[src/rtl/ctr_pkg.sv]
// Shared constants, types and helpers for the up/down BCD counter.
package ctr_pkg;

    // Width of one packed BCD digit.
    localparam int unsigned BCD_DIGIT_W = 4;

    // Count direction encoding for the 'down' input.
    localparam logic DIR_UP   = 1'b0;
    localparam logic DIR_DOWN = 1'b1;

    // Sequencer states of the shift/add-3 converter.
    typedef enum logic [1:0] {
        BCD_IDLE  = 2'd0,
        BCD_SHIFT = 2'd1,
        BCD_DONE  = 2'd2
    } bcd_state_e;

    // Ceiling log2, used to size counters from parameters.
    function automatic int unsigned clog2(input int unsigned value);
        int unsigned r;
        r = 0;
        while ((64'(1) << r) < 64'(value)) begin
            r = r + 1;
        end
        return r;
    endfunction

endpackage

[src/rtl/bin2bcd_seq.sv]
// Sequential double-dabble binary to BCD converter.
// A start pulse captures 'bin'. WIDTH shift edges follow, then one edge
// publishes the result, so 'busy' is high for WIDTH+1 cycles.
// A start during a conversion restarts it, and 'bcd' keeps its old value.
module bin2bcd_seq
    import ctr_pkg::*;
#(
    parameter int unsigned WIDTH  = 10,
    parameter int unsigned DIGITS = 3
) (
    input  logic                          clk,
    input  logic                          rst_n,
    input  logic                          start,
    input  logic [WIDTH-1:0]              bin,
    output logic [BCD_DIGIT_W*DIGITS-1:0] bcd,
    output logic                          busy
);

    localparam int unsigned BCD_W = BCD_DIGIT_W * DIGITS;
    localparam int unsigned SH_W  = BCD_W + WIDTH;
    localparam int unsigned CNT_W = clog2(WIDTH + 1);
    localparam logic [CNT_W-1:0] LAST_SHIFT = CNT_W'(WIDTH - 1);

    bcd_state_e         state_q, state_d;
    logic [SH_W-1:0]    shreg_q, shreg_d;   // {bcd scratch, remaining binary}
    logic [CNT_W-1:0]   cnt_q, cnt_d;
    logic [BCD_W-1:0]   bcd_q, bcd_d;
    logic               busy_q, busy_d;

    // Add 3 to every digit that is 5 or more, ahead of the next shift.
    function automatic logic [BCD_W-1:0] dabble_adj(input logic [BCD_W-1:0] v);
        logic [BCD_W-1:0] r;
        r = v;
        for (int unsigned d = 0; d < DIGITS; d++) begin
            if (r[d*BCD_DIGIT_W +: BCD_DIGIT_W] >= BCD_DIGIT_W'(5)) begin
                r[d*BCD_DIGIT_W +: BCD_DIGIT_W] = r[d*BCD_DIGIT_W +: BCD_DIGIT_W] + BCD_DIGIT_W'(3);
            end
        end
        return r;
    endfunction

    // Converter state registers.
    always_ff @(posedge clk or negedge rst_n) begin
        if (!rst_n) begin
            state_q <= BCD_IDLE;
            shreg_q <= '0;
            cnt_q   <= '0;
            bcd_q   <= '0;
            busy_q  <= 1'b0;
        end else begin
            state_q <= state_d;
            shreg_q <= shreg_d;
            cnt_q   <= cnt_d;
            bcd_q   <= bcd_d;
            busy_q  <= busy_d;
        end
    end

    // Next-state logic: start always wins, then shift, then publish.
    always_comb begin
        state_d = state_q;
        shreg_d = shreg_q;
        cnt_d   = cnt_q;
        bcd_d   = bcd_q;
        busy_d  = busy_q;

        if (start) begin
            state_d = BCD_SHIFT;
            shreg_d = {{BCD_W{1'b0}}, bin};
            cnt_d   = '0;
            busy_d  = 1'b1;
        end else begin
            case (state_q)
                BCD_IDLE: begin
                    state_d = BCD_IDLE;
                end
                BCD_SHIFT: begin
                    shreg_d = {dabble_adj(shreg_q[SH_W-1 -: BCD_W]), shreg_q[WIDTH-1:0]} << 1;
                    cnt_d   = cnt_q + CNT_W'(1);
                    if (cnt_q == LAST_SHIFT) begin
                        state_d = BCD_DONE;
                    end
                end
                BCD_DONE: begin
                    bcd_d   = shreg_q[SH_W-1 -: BCD_W];
                    busy_d  = 1'b0;
                    state_d = BCD_IDLE;
                end
                default: begin
                    state_d = BCD_IDLE;
                    busy_d  = 1'b0;
                end
            endcase
        end
    end

    assign bcd  = bcd_q;
    assign busy = busy_q;

endmodule

[src/rtl/updown_bcd_counter.sv]
// Modulo-N up/down counter with prescaler, synchronous load, wrap pulse,
// sequential BCD copy of the count and two switch-selected LED banks.
module updown_bcd_counter
    import ctr_pkg::*;
#(
    parameter int unsigned WIDTH  = 10,
    parameter int unsigned MODULO = 1000,
    parameter int unsigned DIV    = 50_000_000,
    parameter int unsigned DIGITS = 3
) (
    input  logic                          clk,
    input  logic                          rst_n,
    input  logic                          hold,
    input  logic                          down,
    input  logic                          load,
    input  logic [WIDTH-1:0]              load_val,
    input  logic                          bank_sel,
    output logic [WIDTH-1:0]              count,
    output logic [BCD_DIGIT_W*DIGITS-1:0] bcd,
    output logic                          bcd_busy,
    output logic                          wrap,
    output logic [WIDTH-1:0]              bank0,
    output logic [WIDTH-1:0]              bank1
);

    localparam int unsigned PSC_W = (DIV > 1) ? clog2(DIV) : 1;
    localparam int unsigned EXT_W = WIDTH + 1;
    localparam logic [PSC_W-1:0] LAST_PSC = PSC_W'(DIV - 1);
    localparam logic [WIDTH-1:0] MAX_CNT  = WIDTH'(MODULO - 1);

    logic [PSC_W-1:0] psc_q, psc_d;
    logic [WIDTH-1:0] count_q, count_d;
    logic             wrap_q, wrap_d;
    logic [WIDTH-1:0] bank0_q, bank0_d;
    logic [WIDTH-1:0] bank1_q, bank1_d;
    logic [WIDTH-1:0] load_clamped;
    logic             conv_start;

    // Out-of-range load values saturate at the top of the count range.
    assign load_clamped = ({1'b0, load_val} >= EXT_W'(MODULO)) ? MAX_CNT : load_val;

    // Prescaler, count, wrap and LED bank registers.
    always_ff @(posedge clk or negedge rst_n) begin
        if (!rst_n) begin
            psc_q   <= '0;
            count_q <= '0;
            wrap_q  <= 1'b0;
            bank0_q <= '0;
            bank1_q <= '0;
        end else begin
            psc_q   <= psc_d;
            count_q <= count_d;
            wrap_q  <= wrap_d;
            bank0_q <= bank0_d;
            bank1_q <= bank1_d;
        end
    end

    // Per-edge priority: load, then hold, then a prescaled step.
    always_comb begin
        count_d = count_q;
        psc_d   = psc_q;
        wrap_d  = 1'b0;
        bank0_d = bank_sel ? '0 : count_q;
        bank1_d = bank_sel ? count_q : '0;

        if (load) begin
            count_d = load_clamped;
            psc_d   = '0;
        end else if (!hold) begin
            if (psc_q == LAST_PSC) begin
                psc_d = '0;
                case (down)
                    DIR_UP: begin
                        if (count_q == MAX_CNT) begin
                            count_d = '0;
                            wrap_d  = 1'b1;
                        end else begin
                            count_d = count_q + WIDTH'(1);
                        end
                    end
                    DIR_DOWN: begin
                        if (count_q == '0) begin
                            count_d = MAX_CNT;
                            wrap_d  = 1'b1;
                        end else begin
                            count_d = count_q - WIDTH'(1);
                        end
                    end
                    default: begin
                        count_d = count_q;
                    end
                endcase
            end else begin
                psc_d = psc_q + PSC_W'(1);
            end
        end
    end

    // Any edge that moves the count kicks off a fresh conversion of the new value.
    assign conv_start = (count_d != count_q);

    bin2bcd_seq #(
        .WIDTH  (WIDTH),
        .DIGITS (DIGITS)
    ) u_bin2bcd (
        .clk   (clk),
        .rst_n (rst_n),
        .start (conv_start),
        .bin   (count_d),
        .bcd   (bcd),
        .busy  (bcd_busy)
    );

    assign count = count_q;
    assign wrap  = wrap_q;
    assign bank0 = bank0_q;
    assign bank1 = bank1_q;

endmodule

[config.mk]
export PLATFORM = sky130hd
export DESIGN_NAME = updown_bcd_counter
export DESIGN_NICKNAME = d
export VERILOG_FILES = /design/src/rtl/ctr_pkg.sv /design/src/rtl/bin2bcd_seq.sv /design/src/rtl/updown_bcd_counter.sv
export SDC_FILE = /design/constraint.sdc
export NUM_CORES = 1
export LEC_CHECK = 0
export CAP_MARGIN = 0
export CORE_UTILIZATION = 30
export DETAILED_ROUTE_END_ITERATION = 16
export DONT_BUFFER_PORTS = 1
export GPL_ROUTABILITY_DRIVEN = 0
export PLACE_DENSITY = 0.52
export SETUP_SLACK_MARGIN = 0.4
export SYNTH_ARGS = -nofsm -noshare
export SYNTH_HDL_FRONTEND = slang
export SYNTH_SLANG_ARGS = --single-unit
[constraint.sdc]
create_clock -name clk -period 7.4 [get_ports clk]
set_input_delay 1.48 -clock clk [delete_from_list [all_inputs] [get_ports clk]]
set_output_delay 1.48 -clock clk [all_outputs]
set_load 0.05 [all_outputs]
# [Word-level counts from Yosys, hierarchy flattened]
# Cells that the tools add are included.
[op_classes] add_sub_neg=7 n_lt_le_gt_ge=4 n_eq_ne=9 n_mux=30 n_bitwise=2 reduce_logical=5
[ops] operator="2-to-1 mux 10 bit" n=8
[ops] operator="2-to-1 mux 26 bit" n=3
[ops] operator="2-to-1 mux 22 bit" n=2
[ops] operator="adder 26 x 1 -> 26 bit, second input constant" n=1
[ops] operator="equality test 26 bit, second input constant" n=1
[ops] operator="one-hot mux 10 bit (2 select lines)" n=1
[ops] operator="2-to-1 mux 4 bit" n=4
[ops] operator="greater-or-equal comparator 4 x 3 -> 1 bit, second input constant" n=3
[ops] operator="adder 10 x 1 -> 10 bit, second input constant" n=1
[ops] operator="equality test 10 bit, second input constant" n=1
[ops] operator="greater-or-equal comparator 10 bit, second input constant" n=1
[ops] operator="logical NOT 10 bit" n=1
[ops] operator="!= test 10 bit" n=1
[ops] operator="subtractor 10 x 1 -> 10 bit, second input constant" n=1
[ops] operator="adder 4 x 2 -> 4 bit, second input constant" n=2
[ops] operator="2-to-1 mux 1 bit" n=7
[ops] operator="2-to-1 mux 2 bit" n=3
[ops] operator="adder 4 x 1 -> 4 bit, second input constant" n=1
[ops] operator="equality test 4 bit, second input constant" n=1
[ops] operator="!= test 2 x 1 -> 1 bit, second input constant" n=2
[ops] operator="adder 3 x 2 -> 3 bit, second input constant" n=1
[ops] operator="2-to-1 mux 3 bit" n=1
[ops] operator="!= test 3 x 2 -> 1 bit, second input constant" n=1
[ops] operator="equality test 2 x 1 -> 1 bit, second input constant" n=1
[ops] operator="other kinds (7)" n=8
[word_totals] ff_bits=98 input_bits=16 out_inout_bits=44 wordCells=67

# [Depth between registers and ports, before layout]
# Gate-level depths: netlist of the first run.
[logic_depth] depth_word=9 ltp_mapped=12

# [Hierarchy]
# From an unflattened synthesis of the first run, not the netlist that was laid out.
[hier_totals] cells_unflattened=552 area_unflattened_um2=5312.6
[by_module_without_submodules] module="updown_bcd_counter" n_inst=1 cells_each=359 area_per_inst_um2=3268.1 seq_area_each_um2=1426.4
[by_module_without_submodules] module="bin2bcd_seq" n_inst=1 cells_each=193 area_per_inst_um2=2044.5 seq_area_each_um2=1026.0

# [Worst setup path after synthesis of the first run]
# No wires, ideal clock.
[synth_timing] path_type="input port to flip-flop" from="input down" to="register u_bin2bcd.bcd_q[10], in the netlist u_bin2bcd.bcd[10]" setup_time_ns=0.125 arrival_time_ns=3.433 t_required_ns=7.275 path_slack_ns=3.842 path_stages=9 path_buffers=2 cell_sequence="buf_2 nand4b_1 or3_4 a21oi_2 a31oi_1 a2111oi_4 nand4_2 buf_6 mux2_4"
[synth_between] elab_chain_cells=8
[synth_lines] item="from (decl)" line="updown_bcd_counter.sv:14" rtl="input logic down,"
[synth_lines] item="inverter 1 bit"
[synth_lines] item="one-hot mux 10 bit (2 select lines) *" line="updown_bcd_counter.sv:73" rtl="case (down)"
[synth_lines] item="2-to-1 mux 10 bit *" line="updown_bcd_counter.sv:71" rtl="if (psc_q == LAST_PSC) begin"
[synth_lines] item="2-to-1 mux 10 bit *" line="updown_bcd_counter.sv:70" rtl="end else if (!hold) begin"
[synth_lines] item="2-to-1 mux 10 bit *" line="updown_bcd_counter.sv:67" rtl="if (load) begin"
[synth_lines] item="!= test 10 bit *" line="updown_bcd_counter.sv:101" rtl="assign conv_start = (count_d != count_q);"
[synth_lines] item="inverter 1 bit (no line) *"
[synth_lines] item="AND reduction 2 bit (no line) *"
[synth_lines] item="to (signal assigned)" line="bin2bcd_seq.sv:48" rtl="bcd_q <= '0;"
[synth_lines] item="to (signal assigned)" line="bin2bcd_seq.sv:54" rtl="bcd_q <= bcd_d;"
[synth_lines] item="to (decl)" line="bin2bcd_seq.sv:27" rtl="logic [BCD_W-1:0] bcd_q, bcd_d;"
# Mark *: on every way between the ends. The rest lies on a longest branch, timed or not.
# A chain may end at the register's enable or synchronous reset.

# [Final worst setup path of the first run]
[layout_timing] from="register count_q[0], in the netlist count[0]" to="register u_bin2bcd.bcd_q[5], in the netlist u_bin2bcd.bcd[5]"
[layout_between] elab_chain_cells=9 elab_cells_between_ends=13 classes_between="add/sub (2); eq/ne (2); mux (6); bitwise (1); reduce/logical (2)"
[layout_lines] item="from (decl)" line="updown_bcd_counter.sv:32" rtl="logic [WIDTH-1:0] count_q, count_d;"
[layout_lines] item="from (signal assigned)" line="updown_bcd_counter.sv:52" rtl="count_q <= count_d;"
[layout_lines] item="subtractor 10 x 1 -> 10 bit (tied with other cells)" line="updown_bcd_counter.sv:87" rtl="count_d = count_q - WIDTH'(1);"
[layout_lines] item="2-to-1 mux 10 bit, on equally long branches" line="updown_bcd_counter.sv:83, updown_bcd_counter.sv:75"
[layout_lines] item="one-hot mux 10 bit (2 select lines)" line="updown_bcd_counter.sv:73"
[layout_lines] item="2-to-1 mux 10 bit" line="updown_bcd_counter.sv:71"
[layout_lines] item="2-to-1 mux 10 bit" line="updown_bcd_counter.sv:70"
[layout_lines] item="2-to-1 mux 10 bit" line="updown_bcd_counter.sv:67"
[layout_lines] item="!= test 10 bit *" line="updown_bcd_counter.sv:101"
[layout_lines] item="inverter 1 bit (no line) *"
[layout_lines] item="AND reduction 2 bit (no line) *"
# Marked as above.

==> flow_summary_export.csv, run 1 <==
group,metric,value,unit
worst_setup_path,rr_worst_depth,9,
power,p_leak,0.00241,uW
yosys,muxShareOfSynthArea,0.0587,
sta,setup_tns,0,ps
final_layout,diodes,0,
grt,grt_pass1_vias,4080,
drt,drt_wl_total,12900,um
die,die_x,136,um
final_layout,n_fill_cell,1765,
worst_setup_path,reg2reg_from,"count[0]$_DFF_PN0_",
yosys,synth_top_family_by_area,"simple AND/OR/NAND/NOR gates",
yosys,synth_area,5370,sq um
clock_network,root_buffer,"clkbuf_16",
yosys,avgSynthCellArea,9.43,sq um
grt,grt_usage,0.148,
sta,worst_slew_pin_slew,1010,ps
clock_network,insertion_delay,360,ps
yosys,synth_area_leaders,"dfrtp_1 46%, nor2_1 5.0%, nand2_1 4.3%",
power,total_power,1200,uW
grt,grt_max_degree,99,
yosys,ys_seq_area_frac,0.457,
worst_setup_path,cp.required,7640,ps
power,p_per_area,207,nW/um^2
clock_network,cts.clk_slew.worst_paths,70,ps
clock_network,ctsResizeCount,0,
drt,detail_route.vias_per_cell,5.33,
worst_setup_path,critPathCaptureType,"register",
die,start_util,0.309,
final_layout,drive_above_1_share,0.0952,
grt,grt_antenna_before_repair,0,
worst_setup_path,path_class,"reg2reg",
place,place_area,5530,sq um
drt,drtPass1Iterations,5,
sta,max_freq,252,MHz
yosys,synthXorXnorAreaFrac,0.0457,
drt,ant_nets,0,
sta,finalCritPeriodShare,0.536,
yosys,async_flop_share,1.00,
final_layout,finalNetCount,580,
worst_setup_path,crit_start,"count[0]$_DFF_PN0_",
sta,setup_viol,0,
worst_setup_path,crit_chain,"inv_1, ha_1, nor4b_2, a311oi_1, o31ai_2, a311o_1, a2111oi_4, nand4_2, mux2_4",
die,core_area,17400,sq um
clock_network,cts_sinks,98,
final_layout,postLayoutCellArea,5810,sq um
sta,slew_headroom,0.325,
yosys,syn_inst,569,
clock_network,h-tree-depth,3,
final_layout,syn_to_final_growth,8.23,%
drt,drtIter0Drc,367,
worst_setup_path,reg2reg_slack,3430,ps
yosys,ys.flop_type,"dfrtp_1",
power,ir_worst_vdd,0.0908,mV
yosys,synth_edf_count,0,
worst_setup_path,slowest_stage,"dfrtp_1",
sta,rsz0062_at_grt,"false",
yosys,synthesis.nets,597,
yosys,yosys_warnings,0,
worst_setup_path,endpoint,"u_bin2bcd.bcd[5]$_DFFE_PN0P_",
sta,drv_slew,0,
yosys,yosysTopAreaCellShare,0.457,
die,ioPinCount,60,
die,die_area,18400,sq um
final_layout,regArea,2450,sq um
yosys,synthSimpleGateAreaFrac,0.237,
outcome,status,"finished, final reports clean",
yosys,synth.most_common_cell,"dfrtp_1",
clock_network,cts_buffers,9,
die,die_y,136,um
clock_network,holdBufCountCts,0,
yosys,synth_common_cells,"98 x dfrtp_1, 71 x nor2_1, 62 x nand2_1",
worst_setup_path,crit_arrival,4200,ps
run,maxCapViolations,0,
worst_setup_path,r2r-end,"u_bin2bcd.bcd[5]$_DFFE_PN0P_",
worst_setup_path,critical_path.max_stage_delay,950,ps
drt,drc,0,
drt,wl_per_cell,16.5,um
sta,holdWs,529,ps
clock_network,cts_buffer_depth,2,
sta,fin_crit,3970,ps
place,portBuffers,0,
worst_hold_path,hold_class,"reg2reg",
yosys,ys_ff_latch,98,
yosys,synth-adder-area-share,0.0280,
worst_setup_path,cp_max_fo,13,
grt,grt_remaining_overflow,0,
clock_network,cts_tree,"yes",
drt,vias,4168,
final_layout,multiInputGateArea,2720,sq um
sta,hold_viol_final,0,
die,rows,48,
yosys,synth_compound_area_frac,0.138,
worst_setup_path,critPathLaunchType,"register",
grt,grt_pass1_wl,21200,um
clock_network,cts_setup_buffers,0,
sta,worst_clock_skew,5.35,ps
yosys,synth_top_area_cell,"dfrtp_1",
place,post-dp-hpwl,8840,um
yosys,ys_types,64,
-- metrics by stage --
stage / setup slack [ps] / cells / utilization
3_5_place_dp: 3480 / 766 / 0.319
2_1_floorplan: 3840 / 569 / -
5_1_grt: 3240 / 782 / 0.335
4_1_cts: 3470 / 782 / 0.335
6_report: 3430 / 782 / 0.335
3_3_place_gp: 3540 / 766 / 0.319
-- routing by layer --
| metal | vias to the layer above | GRT usage | part of all wire |
|---|---|---|---|
| li1 | 1967 | - | - |
| met1 | 2047 | 0.183 | 0.45 |
| met2 | 130 | 0.239 | 0.47 |
| met4 | 0 | 0.0874 | 0.037 |
| met5 | - | 0 | 0 |
| met3 | 24 | 0.0266 | 0.045 |
-- worst min-delay path by stage --
stage / startpoint / endpoint / depth (start not counted)
finish: psc_q[1]$_DFFE_PN0P_ / psc_q[1]$_DFFE_PN0P_ / 2
CTS: psc_q[1]$_DFFE_PN0P_ / psc_q[1]$_DFFE_PN0P_ / 2
detailed placement: psc_q[1]$_DFFE_PN0P_ / psc_q[1]$_DFFE_PN0P_ / 2
global route: psc_q[1]$_DFFE_PN0P_ / psc_q[1]$_DFFE_PN0P_ / 2
global placement: psc_q[1]$_DFFE_PN0P_ / psc_q[1]$_DFFE_PN0P_ / 2
floorplan: psc_q[8]$_DFFE_PN0P_ / psc_q[8]$_DFFE_PN0P_ / 1
-- worst max-delay path, delay by kind of cell, from the launching register on --
kind / cells / cell delay [ps]
muxes: 1 / 480
buffers and inverters: 1 / 220
and+or+nand+nor: 2 / 680
AOI/OAI and AO/OA: 4 / 1240
adders and majority gates: 1 / 260
DFF: 1 / 950
-- flip-flops by register name, summed over array words and instances, names as in the netlist --
register           cells
u_bin2bcd.cnt_q        4
wrap                   1
bank1                 10
u_bin2bcd.bcd         12
count                 10
u_bin2bcd.busy         1
u_bin2bcd.shreg_q     22
u_bin2bcd.state_q      2
psc_q                 26
bank0                 10
-- final cells by class --
cell class / count / share of cell area
flip-flops and latches: 98 / 0.422
inverters: 15 / 0.00969
well taps: 225 / 0.0485
repair buffers: 2 / 0.00258
clock inverters: 5 / 0.00646
multi-input cells: 426 / 0.469
clock buffers: 11 / 0.0418
-- cells in the final DEF, fill, tap and decap left out, drive strengths merged, types with 5 or more instances in the layout --
| cell | synthesis | layout |
|---|---|---|
| xnor2 | 11 | 11 |
| nand4 | 16 | 16 |
| a21oi | 30 | 30 |
| nand3 | 21 | 21 |
| nor2b | 13 | 13 |
| xor2 | 17 | 17 |
| and3 | 5 | 5 |
| mux2 | 22 | 22 |
| nor2 | 71 | 71 |
| ha | 12 | 12 |
| nor4 | 5 | 5 |
| nand2b | 6 | 6 |
| o31ai | 6 | 6 |
| dfrtp | 98 | 98 |
| nand2 | 62 | 62 |
| o21ai | 26 | 26 |
| and2 | 14 | 14 |
| nor3 | 10 | 10 |
| clkbuf | 20 | 11 |
| a31oi | 9 | 9 |
| inv | 15 | 17 |
-- report_power, final --
group	leakage (uW)	internal [uW]	total, uW	switching [uW]
Combinational	0.000998	46.5	103	56.2
Sequential	0.00128	559	644	85.8
Clock	0.000133	239	455	216
-- cell families after synthesis --
family / after synthesis
buffers and inverters: 45
xor gates and xnor gates: 28
and+or+nand+nor: 250
adders and majority gates: 12
DFF: 98
muxes: 25
AOI/OAI and AO/OA: 111
Note: power is estimated with default switching activity, not from simulation.
==> run 2: changes to the inputs <==
--- a/config.mk
+++ b/config.mk
@@ -10,7 +10,7 @@
 export DETAILED_ROUTE_END_ITERATION = 16
 export DONT_BUFFER_PORTS = 1
 export GPL_ROUTABILITY_DRIVEN = 0
-export PLACE_DENSITY = 0.52
+export PLACE_DENSITY = 0.53
 export SETUP_SLACK_MARGIN = 0.4
 export SYNTH_ARGS = -nofsm -noshare
 export SYNTH_HDL_FRONTEND = slang
==> constraint.sdc (replaced) <==
create_clock -name clk -period 3.5 [get_ports clk]
set_input_delay 0.7 -clock clk [delete_from_list [all_inputs] [get_ports clk]]
set_output_delay 0.7 -clock clk [all_outputs]
set_load 0.05 [all_outputs]
==> flow_summary_export.csv, run 2 (same netlist as run 1, synthesis figures left out) <==
group,metric,value,unit
place,post-dp-hpwl,9290,um
power,p_leak,0.00256,uW
outcome,status,"finished, final reports clean",
place,place_area,5700,sq um
worst_setup_path,reg2reg_from,"psc_q[8]$_DFFE_PN0P_",
die,core_area,17400,sq um
worst_setup_path,r2r-end,"u_bin2bcd.shreg_q[9]$_DFFE_PN0P_",
grt,grt_remaining_overflow,0,
drt,drt_wl_total,13200,um
place,dp_slack,310,ps
final_layout,drive_above_1_share,0.147,
drt,wl_per_cell,16.2,um
die,start_util,0.309,
worst_setup_path,reg2reg_slack,560,ps
final_layout,regMostFlops,"psc_q",
clock_network,root_buffer,"clkbuf_16",
power,p_per_area,431,nW/um^2
clock_network,cts_buffer_depth,2,
worst_setup_path,critPathCaptureType,"register",
final_layout,finalNetCount,610,
worst_setup_path,cp_num_cells,6,
grt,grt_max_degree,99,
worst_setup_path,crit_chain,"or4_1, and4bb_2, and2_1, nor2_1, o31ai_1, mux2_2",
worst_setup_path,crit_arrival,3230,ps
grt,grt_pass1_vias,4149,
final_layout,final_common_cell,"dfrtp_1",
grt,grt_antenna_before_repair,0,
grt,grt_pass1_wl,21600,um
worst_setup_path,slowest_stage,"o31ai_1",
worst_hold_path,hold_class,"in2async",
power,ir_worst_vdd,0.209,mV
final_layout,diodes,0,
final_layout,postLayoutCellArea,6050,sq um
worst_setup_path,crit_family,"simple AND/OR/NAND/NOR gates",
sta,finalWorstSetupSlack,556,ps
sta,rsz0062_at_grt,"false",
drt,vias,4292,
clock_network,cts_sinks,98,
sta,worst_slew_pin_slew,702,ps
grt,grt_usage,0.151,
sta,max_freq,340,MHz
clock_network,holdBufCountCts,0,
final_layout,mostFrequentLayoutCells,"97 x dfrtp_1, 71 x nor2_1, 62 x nand2_1",
run,maxCapViolations,0,
worst_setup_path,critical_path.max_stage_delay,630,ps
drt,drtIter0Drc,333,
worst_setup_path,path_class,"reg2reg",
worst_setup_path,cp.required,3790,ps
sta,hold_viol_final,0,
drt,ant_nets,0,
final_layout,syn_to_final_growth,12.8,%
sta,fin_crit,2940,ps
sta,slew_headroom,0.528,
worst_setup_path,rr_worst_depth,6,
sta,drv_slew,0,
sta,worst_clock_skew,8.50,ps
final_layout,n_fill_cell,1697,
clock_network,cts_tree,"yes",
die,die_y,136,um
worst_setup_path,cp_max_fo,14,
sta,holdWs,35.6,ps
die,die_area,18400,sq um
place,dp.cells,788,
final_layout,stdcell_count,812,
place,portBuffers,0,
drt,drtPass1Iterations,6,
clock_network,cts.clk_slew.worst_paths,70,ps
clock_network,cts_buffers,9,
die,rows,48,
die,die_x,136,um
worst_setup_path,critPathLaunchType,"register",
drt,detail_route.vias_per_cell,5.29,
sta,setup_tns,0,ps
sta,finalCritPeriodShare,0.841,
clock_network,h-tree-depth,3,
clock_network,insertion_delay,350,ps
die,ioPinCount,60,
worst_setup_path,crit_buf_inv,0,
drt,drc,0,
sta,setup_viol,0,
final_layout,largest_reg_flops,26,
run 2: cell count changes in the layout (fill, tap and decap cells not counted), sizes merged:
cell,delta
clkinvlp,-1
clkinv,+2
clkbuf,-1
buf,+30
run 2: cell type report:
type	count	area, sq um	area share
flip-flops and latches	98	2450	0.405
repair buffers	32	240	0.0397
inverters	15	56.3	0.00930
multi-input cells	426	2730	0.451
clock buffers	10	239	0.0395
clock inverters	6	50.0	0.00827
well taps	225	282	0.0465
run 2: timing repair:
action	in CTS	in global routing
pin swaps	1	2
resized for setup	0	2
setup endpoints to repair	29	12
hold endpoints to repair	0	0
setup buffers	2	6
run 2: worst max-delay path by stage:
stage	slack, ps	from	to
2_1_floorplan	450	count[1]$_DFF_PN0_	u_bin2bcd.bcd[10]$_DFFE_PN0P_
4_1_cts	510	count[0]$_DFF_PN0_	u_bin2bcd.bcd[9]$_DFFE_PN0P_
3_3_place_gp	390	count[0]$_DFF_PN0_	u_bin2bcd.shreg_q[14]$_DFFE_PN0P_
6_report	560	psc_q[8]$_DFFE_PN0P_	u_bin2bcd.shreg_q[9]$_DFFE_PN0P_
5_1_grt	440	count[0]$_DFF_PN0_	u_bin2bcd.bcd[3]$_DFFE_PN0P_
3_5_place_dp	310	count[0]$_DFF_PN0_	u_bin2bcd.state_q[0]$_DFFE_PN0P_
run 2: worst register-to-register path: stages, from the launching register on:
cell and delay, ps:
dfrtp_1 420, or4_1 600, and4bb_2 380, and2_1 490, nor2_1 80, o31ai_1 630
mux2_2 280
run 2: power by group:
| group | internal [uW] | total [uW] | switching (uW) |
|---|---|---|---|
| clock network | 511 | 977 | 466 |
| logic | 134 | 333 | 199 |
| registers | 1180 | 1300 | 116 |
run 2: metal layers:
layer,track usage,vias to the layer above,part of all wire
li1,-,2046,-
met2,0.247,109,0.48
met5,0,-,0
met4,0.0787,0,0.036
met3,0.0307,31,0.039
met1,0.187,2106,0.44
run 2: metrics by stage:
step	util	total power (uW)
after floorplan	-	1550
after global placement	0.328	1630
after detailed placement	0.328	1640
after CTS	0.346	2620
after global routing	0.349	2730
final	0.349	2610
==> run 3: changes to the inputs <==
--- a/config.mk
+++ b/config.mk
@@ -5,12 +5,13 @@
 export SDC_FILE = /design/constraint.sdc
 export NUM_CORES = 1
 export LEC_CHECK = 0
+export ABC_AREA = 1
 export CAP_MARGIN = 0
 export CORE_UTILIZATION = 30
 export DETAILED_ROUTE_END_ITERATION = 16
 export DONT_BUFFER_PORTS = 1
 export GPL_ROUTABILITY_DRIVEN = 0
-export PLACE_DENSITY = 0.53
+export PLACE_DENSITY = 0.52
 export SETUP_SLACK_MARGIN = 0.4
 export SYNTH_ARGS = -nofsm -noshare
 export SYNTH_HDL_FRONTEND = slang
==> constraint.sdc (replaced) <==
create_clock -name clk -period 3 [get_ports clk]
set_input_delay 0.6 -clock clk [delete_from_list [all_inputs] [get_ports clk]]
set_output_delay 0.6 -clock clk [all_outputs]
set_load 0.05 [all_outputs]
==> flow_summary_export.csv, run 3 <==
group,metric,value,unit
clock_network,cts_buffers,9,
sta,holdWs,-65.7,ps
sta,worst_clock_skew,6.43,ps
final_layout,mostFrequentLayoutCells,"184 x nand2_1, 90 x dfrtp_1, 71 x inv_1",
power,ir_worst_vdd,0.289,mV
worst_setup_path,crit_buf_inv,3,
final_layout,regArea,2460,sq um
clock_network,cts_sinks,98,
final_layout,postLayoutCellArea,6830,sq um
place,portBuffers,0,
final_layout,final_common_cell,"nand2_1",
worst_setup_path,reg2reg_slack,400,ps
die,die_area,18700,sq um
clock_network,root_buffer,"clkbuf_16",
worst_setup_path,cp_common_cell,"nand2_1",
sta,max_freq,385,MHz
yosys,yosysTopAreaCellShare,0.451,
yosys,synth_area_leaders,"dfrtp_1 45%, nand2_1 15%, inv_1 5.3%",
final_layout,drive_above_1_share,0.235,
sta,setup_viol,0,
final_layout,syn_to_final_growth,25.6,%
power,p_leak,0.00330,uW
power,p_per_area,472,nW/um^2
worst_setup_path,crit_chain,"ha_4, nand2_4, nor2_4, nand2_2, nor2_4, nand3_4, buf_6, clkinv_2, nand2_1, nand3_1, nand2_1, nand2_1, nand2_1, nor2_1, nand2_2, nor2_8, nand3_4, buf_12, nand2_2, o21ai_1",
yosys,synth_common_cells,"212 x nand2_1, 98 x dfrtp_1, 77 x inv_1",
sta,worst_slew_pin_slew,514,ps
drt,drtIter0Drc,247,
clock_network,h-tree-depth,3,
die,die_x,137,um
sta,rsz0062_at_grt,"true",
place,post-dp-hpwl,10300,um
drt,detail_route.vias_per_cell,4.81,
clock_network,cts.clk_slew.worst_paths,70,ps
final_layout,diodes,0,
grt,grt_max_degree,99,
final_layout,n_fill_cell,1833,
yosys,synth_area,5440,sq um
die,die_y,137,um
final_layout,largest_reg_flops,26,
clock_network,cts_buffer_depth,2,
die,rows,48,
worst_setup_path,critPathCaptureType,"register",
sta,finalCritPeriodShare,0.866,
final_layout,regMostFlops,"psc_q",
sta,slew_headroom,0.657,
worst_setup_path,crit_family,"simple AND/OR/NAND/NOR gates",
yosys,avgSynthCellArea,7.50,sq um
run,maxCapViolations,0,
grt,grt_usage,0.170,
worst_setup_path,critPathLaunchType,"register",
final_layout,multiInputGateArea,2790,sq um
sta,hold_viol_final,98,
worst_setup_path,slowest_stage,"dfrtp_1",
yosys,async_flop_share,1.00,
drt,wl_per_cell,14.9,um
die,start_util,0.311,
sta,setup_tns,0,ps
drt,drt_wl_total,15100,um
yosys,ys_ff_latch,98,
die,ioPinCount,60,
yosys,ys_seq_area_frac,0.451,
outcome,violations,"negative hold slack",
yosys,synthesis.nets,753,
worst_setup_path,crit_arrival,2840,ps
yosys,synth_edf_count,0,
final_layout,finalNetCount,811,
worst_hold_path,hold_class,"in2async",
grt,grt_pass1_wl,24300,um
yosys,yosys_warnings,0,
yosys,synth_top_area_cell,"dfrtp_1",
sta,fin_crit,2600,ps
yosys,ys.flop_type,"dfrtp_1",
yosys,syn_inst,725,
yosys,ys_types,35,
outcome,status,"complete, but fails checks",
drt,ant_nets,0,
grt,grt_remaining_overflow,0,
drt,drtPass1Iterations,4,
sta,drv_slew,0,
grt,grt_pass1_vias,4615,
die,core_area,17500,sq um
yosys,synth.most_common_cell,"nand2_1",
place,place_area,5790,sq um
clock_network,insertion_delay,360,ps
grt,grt_antenna_before_repair,0,
drt,drc,0,
worst_setup_path,cp_max_fo,6,
worst_setup_path,critical_path.max_stage_delay,390,ps
clock_network,cts_tree,"yes",
worst_setup_path,path_class,"reg2reg",
drt,vias,4874,
worst_setup_path,cp.required,3250,ps
[run 3: cells by family (layout without fill, tap and decap cells)]
logic type,Yosys count,after routing,synth area share
AOI/OAI and AO/OA,83,83,0.0810
adders and majority gates,12,12,0.0276
xor gates and xnor gates,13,13,0.0209
buffers and inverters,110,172,0.0810
and+or+nand+nor,409,410,0.338
DFF,98,98,0.451
[run 3: worst paths after layout]
kind | from | to | cells after the start
min reg2reg | u_bin2bcd.shreg_q[19]$_DFFE_PN0P_ | u_bin2bcd.shreg_q[19]$_DFFE_PN0P_ | 2
max | psc_q[0]$_DFFE_PN0P_ | u_bin2bcd.bcd[3]$_DFFE_PN0P_ | 20
max in group asynchronous | rst_n | count[7]$_DFF_PN0_ | 0
min | rst_n | psc_q[9]$_DFFE_PN0P_ | 0
min in group clk | bank_sel | bank0[8]$_DFF_PN0_ | 1
max reg2reg | psc_q[0]$_DFFE_PN0P_ | u_bin2bcd.bcd[3]$_DFFE_PN0P_ | 20
[run 3: what timing repair did]
item                       4_1_cts  5_1_grt
gates cloned                     3        1
gates resized for setup         57       41
hold endpoints to repair        98       98
pin swaps                       24       29
setup buffers                   23       19
setup endpoints to repair       42       48
[run 3: power by group]
group / switching, uW / internal [uW] / leakage (uW) / total, uW
clock network: 554 / 658 / 0.000144 / 1210
logic: 303 / 188 / 0.00187 / 492
registers: 138 / 1380 / 0.00128 / 1520
total: 995 / 2230 / 0.00330 / 3220
[run 3: stage by stage]
step                power [uW]   util  cells  hold WS [ps]  setup slack [ps]
CTS                       3210  0.374    993         -80.3               366
global placement          1930  0.332    951           308               156
finish                    3220  0.391   1013         -65.7               403
detailed placement        1920  0.332    951           308               141
global route              3360  0.391   1013         -83.6               192
floorplan                 1810      -    725           304               402
[run 3: final cells by class]
class | instances | area share
well taps | 225 | 0.0412
clock inverters | 6 | 0.0106
flip-flops and latches | 98 | 0.361
inverters | 85 | 0.0482
clock buffers | 10 | 0.0335
repair buffers | 71 | 0.0962
multi-input cells | 518 | 0.409
[run 3: metal layers]
layer,part of all wire,up-vias,GRT usage
li1,-,2456,-
met1,0.48,2288,0.232
met2,0.46,115,0.261
met3,0.053,15,0.0422
met4,0.015,0,0.0568
met5,0,-,0
